[src/rtl/freelist_pkg.sv]
// Shared rename-stage constants: physical tag width, free-list depth, rename width
// and the 4-bit popcount used for slot ranking.
package freelist_pkg;

    localparam int unsigned WIDTH  = 5;
    localparam int unsigned SIZE   = 1 << WIDTH;
    localparam int unsigned SLOTS  = 4;
    localparam int unsigned RANK_W = 3;

    typedef logic [WIDTH-1:0] tag_t;

    function automatic logic [RANK_W-1:0] popcount4(input logic [SLOTS-1:0] mask);
        logic [RANK_W-1:0] cnt;
        cnt = '0;
        for (int i = 0; i < SLOTS; i++) begin
            cnt = cnt + RANK_W'(mask[i]);
        end
        return cnt;
    endfunction

endpackage

[src/rtl/freelist_rank.sv]
// Exclusive prefix popcount of a 4-slot mask: rank_j counts set bits below slot j.
module freelist_rank
    import freelist_pkg::*;
(
    input  logic [SLOTS-1:0]             i_mask,
    output logic [SLOTS-1:0][RANK_W-1:0] o_rank,
    output logic [RANK_W-1:0]            o_total
);

    always_comb begin
        o_rank = '0;
        for (int j = 0; j < SLOTS; j++) begin
            o_rank[j] = popcount4(i_mask & SLOTS'((1 << j) - 1));
        end
        o_total = popcount4(i_mask);
    end

endmodule

[src/rtl/freelist.sv]
// Physical-register free list: circular tag FIFO with all-or-nothing 4-wide
// allocation and compacted 4-wide release from commit.
module freelist
    import freelist_pkg::*;
(
    input  logic                   i_clk,
    input  logic                   i_rst_n,
    input  logic [SLOTS-1:0]       i_req,
    output logic [SLOTS*WIDTH-1:0] o_addr4x,
    output logic                   o_ready,
    input  logic [SLOTS-1:0]       i_freeVld,
    input  logic [SLOTS*WIDTH-1:0] i_free4x,
    output logic [WIDTH-1:0]       o_count
);

    tag_t r_queue [SIZE];
    tag_t r_head;
    tag_t r_tail;
    tag_t r_count;

    logic [SLOTS-1:0]             w_free_mask;
    logic [SLOTS-1:0][RANK_W-1:0] w_req_rank;
    logic [SLOTS-1:0][RANK_W-1:0] w_free_rank;
    logic [RANK_W-1:0]            w_nreq;
    logic [RANK_W-1:0]            w_nfree;
    logic                         w_ready;
    logic                         w_fire;
    tag_t                         w_count_next;

    // Tag 0 is the hardwired-zero register; releasing it is a no-op.
    always_comb begin
        w_free_mask = '0;
        for (int j = 0; j < SLOTS; j++) begin
            w_free_mask[j] = i_freeVld[j] && (i_free4x[j*WIDTH +: WIDTH] != '0);
        end
    end

    freelist_rank u_req_rank (
        .i_mask  (i_req),
        .o_rank  (w_req_rank),
        .o_total (w_nreq)
    );

    freelist_rank u_free_rank (
        .i_mask  (w_free_mask),
        .o_rank  (w_free_rank),
        .o_total (w_nfree)
    );

    assign w_ready      = (r_count >= WIDTH'(w_nreq));
    assign w_fire       = w_ready && (w_nreq != '0);
    assign w_count_next = r_count - (w_fire ? WIDTH'(w_nreq) : WIDTH'(0)) + WIDTH'(w_nfree);

    // Unrequested or stalled slots read tag 0 so the busy-table set is harmless.
    always_comb begin
        o_addr4x = '0;
        for (int j = 0; j < SLOTS; j++) begin
            if (w_ready && i_req[j]) begin
                o_addr4x[j*WIDTH +: WIDTH] = r_queue[r_head + WIDTH'(w_req_rank[j])];
            end
        end
    end

    assign o_ready = w_ready;
    assign o_count = r_count;

    always_ff @(posedge i_clk or negedge i_rst_n) begin
        if (!i_rst_n) begin
            for (int i = 0; i < SIZE; i++) begin
                r_queue[i] <= (i == SIZE - 1) ? WIDTH'(0) : WIDTH'(i + 1);
            end
            r_head  <= '0;
            r_tail  <= WIDTH'(SIZE - 1);
            r_count <= WIDTH'(SIZE - 1);
        end else begin
            if (w_fire) begin
                r_head <= r_head + WIDTH'(w_nreq);
            end
            for (int j = 0; j < SLOTS; j++) begin
                if (w_free_mask[j]) begin
                    r_queue[r_tail + WIDTH'(w_free_rank[j])] <= i_free4x[j*WIDTH +: WIDTH];
                end
            end
            r_tail  <= r_tail + WIDTH'(w_nfree);
            r_count <= w_count_next;
        end
    end

endmodule

[config.mk]
export PLATFORM = sky130hd
export DESIGN_NAME = freelist
export DESIGN_NICKNAME = d
export VERILOG_FILES = /design/src/rtl/freelist_pkg.sv /design/src/rtl/freelist_rank.sv /design/src/rtl/freelist.sv
export SDC_FILE = /design/constraint.sdc
export NUM_CORES = 1
export LEC_CHECK = 0
export ABC_AREA = 1
export CELL_PAD_IN_SITES_DETAIL_PLACEMENT = 1
export CELL_PAD_IN_SITES_GLOBAL_PLACEMENT = 2
export CORE_AREA = 2 2 260 262
export DETAILED_ROUTE_END_ITERATION = 12
export DIE_AREA = 0 0 262 264
export PLACE_DENSITY = 0.91
export REMOVE_ABC_BUFFERS = 1
export SLEW_MARGIN = 10
export SYNTH_ARGS = -nofsm -noshare
export SYNTH_HDL_FRONTEND = slang
export SYNTH_SLANG_ARGS = --single-unit
[constraint.sdc]
create_clock -name i_clk -period 11.6 [get_ports i_clk]
set_input_delay 2.9 -clock i_clk [delete_from_list [all_inputs] [get_ports i_clk]]
set_output_delay 2.9 -clock i_clk [all_outputs]
set_load 0.01 [all_outputs]
Word-level counts from Yosys, hierarchy flattened:

Cells that the tools add are included.

* register bits: 175
* latch bits: 0
* RAM bits: 0
* ROM bits: 0
* input port bits: 30
* output and inout bits: 26
* word-level logic and storage cells: 123
* memories: 0

* add/subtract/negate cells: 16
* $mul: 0
* divide/modulo/power cells: 0
* order comparisons: 13
* equal/unequal tests: 0
* shift-type cells: 0
* mux-type cells: 33
* bitwise logic cells: 8
* reductions and logical operators: 18

Operators with widths (count)
* 160-bit bitwise mux: 4
* 160-bit two-way mux: 4
* 5-bit binary-select mux with 5-bit select: 4
* 5-bit demux with 5-bit select: 4
* 5-bit two-way mux: 16
* 6-bit >= comparator, second input constant: 8
* 5-bit inverter with 6-bit output: 8
* 5-bit by 3-bit adder with 5-bit output: 7
* 6-bit by 1-bit less-than comparator with 1-bit output, second input constant: 4
* 5-bit nonzero test: 4
* 1-bit logical AND: 13
* 5-bit by 1-bit adder with 5-bit output: 2
* 2-bit by 1-bit adder with 3-bit output: 2
* 3-bit by 1-bit adder with 3-bit output: 2
* 5-bit by 3-bit >= comparator with 1-bit output: 1
* 5-bit by 3-bit subtractor with 5-bit output: 1
* 1-bit by 1-bit adder with 2-bit output: 2
* 3-bit two-way mux: 1
* 3-bit nonzero test: 1

Depth between registers and ports, before layout:

* depth after elaboration: 14
* depth in mapped cells: 20
* gate-level depth less buffers: 18

Hierarchy:

Synthesis repeated with hierarchy kept, for this count alone.

* cell total of the unflattened synthesis: 4166
* area, all modules: 23729.0 sq um

Modules (own cells, without submodules)
* freelist: times used 1, cells each 4118, area an instance 23361.2 sq um, seq. area each 4491.8 sq um
* freelist_rank: times used 2, cells each 24, area an instance 183.9 sq um, seq. area each 0.0 sq um

Worst setup path after synthesis:

No wires, ideal clock.

* path type: in2out
* from: input i_req[0]
* to: output o_addr4x[18]
* data arrival time: 5.357 ns
* required time: 8.700 ns
* path slack: 3.343 ns
* cell stages on the path: 14
* path buffers: 2
* cells stage by stage: fa_1 > ha_1 > inv_1 > fa_1 > clkbuf_1 > clkbuf_1 > o211ai_1 > nand2_1 > nand2_1 > nand2_1 > nand2_1 > nand3_1 > nand2_1 > nor2_1

* word-level cells in the longest chain between the ends: 8
* elaborated cells on any way between the ends: 11
* those cells by class: add/sub: 4; order compare: 1; mux: 4; bitwise: 1; reduce/logical: 1

RTL lines
* from (decl): RTL line freelist.sv:8 `input logic [SLOTS-1:0] i_req,`
* 1-bit by 1-bit adder with 2-bit output (*): RTL line freelist_pkg.sv:16 `cnt = cnt + RANK_W'(mask[i]);`
* 2-bit by 1-bit adder with 3-bit output (*): RTL line freelist_pkg.sv:16
* 5-bit by 3-bit adder with 5-bit output: RTL line freelist.sv:59 `o_addr4x[j*WIDTH +: WIDTH] = r_queue[r_head + WIDTH'(w_req_rank[j])];`
* 5-bit inverter with 6-bit output (not written as such): RTL line freelist.sv:59
* 5-bit binary-select mux with 5-bit select: RTL line freelist.sv:59
* 5-bit two-way mux (not written as such) (2 in a row): RTL line freelist.sv:59
* 5-bit two-way mux (*): RTL line freelist.sv:58 `if (w_ready && i_req[j]) begin`
* to (decl): RTL line freelist.sv:9 `output logic [SLOTS*WIDTH-1:0] o_addr4x,`

Every way passes the cells marked *; elsewhere a longest branch is shown, timed or not. The select of a mux whose other input is x is not followed.

Worst setup path after layout:

* from: input i_req[0]
* to: output o_addr4x[17]

Same word-level chain as after synthesis.

==> tab_implementation.tex <==
\begin{tabular}{lr}
\hline
Metric & Value \\
\hline
\multicolumn{2}{l}{\textbf{Status}} \\
\quad Run status & complete, no violations \\
\multicolumn{2}{l}{\textbf{Setup path}} \\
\quad Delay of the slowest cell on the worst path & 1.00 ns \\
\quad Bufs and invs on worst path & 5 \\
\quad Flop-to-flop setup slack & 7.57 ns \\
\quad Startpoint of the lowest-slack register-to-register path & r\_tail[0] \\
\quad Endpoint type of the worst setup path & output pin \\
\quad Worst-path cell with the longest stage delay & fa\_2 \\
\quad Path length in cells of the critical path & 14 \\
\quad Start point of the critical path & i\_req[0] \\
\quad Launching element type of the critical path & input port \\
\quad Chain of cells forming the critical path & clkdlybuf4s50\_1, fa\_1, ha\_4, inv\_1, fa\_2, clkinv\_1, buf\_4, o21ai\_0, o21ai\_0, nand2\_1, nor3b\_1, nor2\_1, nor2\_1, clkdlybuf4s50\_1 \\
\quad Critical Path Sink & o\_addr4x[17] \\
\quad Required time reported for the critical path endpoint & 8.70 ns \\
\quad CP Max Fanout & 26 \\
\quad Terminus of the critical flop-to-flop path & r\_queue[157] \\
\quad Cells on worst reg2reg path & 10 \\
\quad Category of cells accounting for the largest share of critical-path delay & adder cells \\
\quad Critical setup path kind & input port to output pin \\
\quad Arrival time reported for the critical path endpoint & 7.44 ns \\
\multicolumn{2}{l}{\textbf{Clocking}} \\
\quad H-tree depth & 4 \\
\quad Post-CTS repair timing setup buffer count & 0 \\
\quad Clock-pin slew of the registers on the worst-case setup and hold paths & 0.08 ns \\
\quad TritonCTS buffer count & 17 \\
\quad CTS Hold Bufs & 0 \\
\quad TritonCTS clock tree & done \\
\quad TritonCTS sink count & 175 \\
\quad Insertion delay to the later sink of the worst-skew pair & 0.53 ns \\
\quad Root buffer selected by CTS & clkbuf\_16 \\
\quad Number of buffers between clock root and the deepest sink & 2 \\
\quad Post-cts repair resize count & 0 \\
\multicolumn{2}{l}{\textbf{Synthesis}} \\
\quad Most instantiated flip-flop cell in the synthesis netlist & dfstp\_2 \\
\quad Proportion of synthesized chip area in sequential cells & 19.0\% \\
\quad Mapped cell area & 0.0237 sq mm \\
\quad Cell count after synthesis & 4334 \\
\quad Mean instance size in the synthesized netlist & 5.46 sq um \\
\quad Async set-or-reset flop fraction in the synthesized netlist & 100\% \\
\quad Synth Register Bits & 175 \\
\quad Synth unique cells & 41 \\
\quad Count of flip-flops with a built-in enable after synthesis & 0 \\
\quad Number of warning messages in the yosys log & 0 \\
\multicolumn{2}{l}{\textbf{Timing}} \\
\quad Time the worst path needs with I/O delays and setup & 10.34 ns \\
\quad Normalized max-slew margin & 18.7\% \\
\quad Pins Over Slew Limit & 0 \\
\quad Final Hold Vio Count & 0 \\
\quad Final setup violation count & 0 \\
\quad Setup\_tns & 0 ns \\
\quad Unrepaired setup endpoints after global routing & false \\
\quad Worst Max-Slew Pin Slew & 1.22 ns \\
\quad Period utilisation layout & 89.1\% \\
\quad Highest Clock Rate & 0.0967 GHz \\
\quad Final setup skew & 0.0152 ns \\
\quad Final hold slack & 0.675 ns \\
\multicolumn{2}{l}{\textbf{Finish}} \\
\quad Area added between synthesis and finish & 6.41\% \\
\quad Fraction of final layout cells sized beyond drive strength 1 & 8.78\% \\
\quad Total non-filler cell area in the finished layout & 0.0252 sq mm \\
\quad Nets & 4236 \\
\quad Non-filler instance count after layout & 5043 \\
\multicolumn{2}{l}{\textbf{Route}} \\
\quad Via count & 31495 \\
\quad Highest routed metal layer & met5 \\
\quad Iteration count of the initial detailed-routing pass & 7 \\
\quad Via count normalized by instance count & 6.25 \\
\quad Detailed-route wire length & 134000 microns \\
\quad Routed wire length per instance & 26.5 microns \\
\quad Post-detailed-route DRC marker count & 0 \\
\quad Met2 WL post-DR & 55800 microns \\
\quad Wire length on met1 & 54000 microns \\
\quad DRT antenna net count & 0 \\
\quad Met3 WL post-DR & 15600 microns \\
\quad Number of DRC markers in iteration 0 & 3769 \\
\multicolumn{2}{l}{\textbf{GRT}} \\
\quad Global-route wire length before repair & 196000 microns \\
\quad Overall overflow remaining after global route & 0 \\
\quad Number of global-route vias before repair & 29480 \\
\quad Pin count of the biggest net entering global routing & 88 \\
\quad Initial antenna violation count & 3 \\
\quad Total routing usage reported by global routing & 38.0\% \\
\multicolumn{2}{l}{\textbf{Placed design}} \\
\quad Cell count after placement & 5010 \\
\quad Post-DP HPWL & 89400 microns \\
\quad Final weighted congestion in routability-driven placement & 1.07 \\
\quad Placed standard-cell area & 0.0246 sq mm \\
\quad Number of input and output port buffers inserted & 55 \\
\multicolumn{2}{l}{\textbf{Power}} \\
\quad Highest ir drop seen on vdd & 0.000202 V \\
\quad Total power of the final layout & 8890 uW \\
\quad Pwr per Cell Area & 353 mW/mm\^{}2 \\
\quad Leakage power summed over all cells & 0.0120 uW \\
\multicolumn{2}{l}{\textbf{Die}} \\
\quad Core region area & 0.0666 sq mm \\
\quad Full die area & 0.0692 sq mm \\
\quad Effective utilization at floorplan & 35.6\% \\
\quad Floorplan die height & 264 microns \\
\quad Rows & 95 \\
\quad Die Wd & 262 microns \\
\quad Io pins & 56 \\
\multicolumn{2}{l}{\textbf{Run}} \\
\quad Max\_cap viols & 0 \\
\multicolumn{2}{l}{\textbf{Hold path}} \\
\quad Min-delay worst type & flop to flop \\
\hline
\end{tabular}
-- cells in the mapped netlist (2+ instances only) --
| cell | count | area [sq um] |
|---|---|---|
| a21oi_2 | 41 | 359 |
| fa_1 | 12 | 240 |
| nor2_4 | 7 | 78.8 |
| nand2_2 | 2 | 12.5 |
| nor3b_1 | 4 | 30.0 |
| nand2_4 | 2 | 22.5 |
| xor2_2 | 2 | 32.5 |
| buf_4 | 7 | 52.6 |
| o21ai_1 | 2 | 10.0 |
| buf_1 | 25 | 93.8 |
| dfstp_2 | 90 | 2360 |
| o21ai_0 | 344 | 1720 |
| nor2_1 | 556 | 2090 |
| inv_2 | 37 | 139 |
| nor2_8 | 3 | 60.1 |
| nor3_1 | 51 | 255 |
| clkbuf_1 | 200 | 751 |
| o211ai_1 | 9 | 67.6 |
| dfrtp_1 | 85 | 2130 |
| nor2_2 | 13 | 81.3 |
| buf_2 | 93 | 465 |
| nand4_1 | 75 | 469 |
| nand2_1 | 1154 | 4330 |
| nand3_2 | 25 | 250 |
| ha_1 | 38 | 475 |
| a21oi_1 | 588 | 2940 |
| nand3_1 | 588 | 2940 |
| inv_1 | 240 | 901 |
| xnor2_1 | 3 | 26.3 |
| clkbuf_2 | 5 | 25.0 |
| clkinv_1 | 10 | 37.5 |
| xor2_1 | 14 | 123 |
-- logic make-up after synthesis --
group	share of synthesized area (%)
compound gates	21.6
xor+xnor	0.882
fa+ha+maj	3.02
buf+inv	10.5
flops	19.0
simple gates	45.1
-- sequential cells by signal (all words and copies together) (netlist names) --
register / count
o_count: 5
r_queue: 160
r_tail: 5
r_head: 5
-- metrics by stage --
step                utilization (%)  worst slack (ns)
finish                         37.9              1.26
global route                   37.9              1.13
CTS                            37.9              1.42
detailed placement             36.9              1.44
global placement               36.9              1.47
floorplan                         -             0.443
-- power breakdown --
group          leakage [uW]  internal [uW]  switching [uW]  total [uW]
Combinational       0.00966           1890            4750        6650
Sequential          0.00201           1010             558        1570
Clock              0.000298            352             324         677
Total                0.0120           3260            5640        8890
-- worst register-to-register path: stages, from the launching register on --
cell	delay (ns)
dfstp_2	0.45
ha_1	0.26
fa_1	0.49
xor2_2	0.34
buf_4	0.30
inv_1	0.71
nand3_2	0.40
nor2_1	0.64
inv_2	0.16
nor2_1	0.13
a21oi_1	0.05
-- cells in the final DEF (no fill, tap or decap), drive strengths merged, types with 38 or more instances in the layout --
| cell | Yosys | layout |
|---|---|---|
| dfrtp | 85 | 85 |
| nor2 | 579 | 579 |
| inv | 277 | 279 |
| nand2 | 1158 | 1158 |
| clkdlybuf4s50 | 0 | 43 |
| a21oi | 629 | 629 |
| nand3 | 614 | 614 |
| ha | 38 | 38 |
| nor3 | 51 | 51 |
| buf | 126 | 90 |
| nand4 | 76 | 76 |
| dfstp | 90 | 90 |
| o21ai | 346 | 346 |
-- worst min path at each step --
| stage | start | to | slack (ns) | cells after the start |
|---|---|---|---|---|
| 2_1_floorplan | r_tail[4] | r_tail[4] | 0.57 | 1 |
| 3_5_place_dp | r_tail[4] | r_tail[4] | 0.65 | 1 |
| 4_1_cts | r_tail[4] | r_tail[4] | 0.66 | 1 |
| 5_1_grt | r_tail[4] | r_tail[4] | 0.68 | 1 |
| 3_3_place_gp | r_tail[4] | r_tail[4] | 0.65 | 1 |
| 6_report | r_tail[4] | r_tail[4] | 0.67 | 1 |
-- area by class of cell --
type                            count  area [sq um]
Tap cell                          873          1090
Sequential cell                   175          4500
Multi-Input combinational cell   3541         16800
Fill cell                        9331         41400
Timing Repair Buffer              134          1090
Inverter                          287          1080
Antenna cell                        1          2.50
Clock inverter                     11           155
Clock buffer                       21           460
-- metal layers --
| metal | vias up | global-route usage [%] |
|---|---|---|
| met5 | - | 0 |
| met4 | 4 | 20.7 |
| met3 | 431 | 8.68 |
| met2 | 1900 | 55.2 |
| met1 | 15214 | 51.8 |
| li1 | 13946 | - |
(Power assumes the default switching activity.)
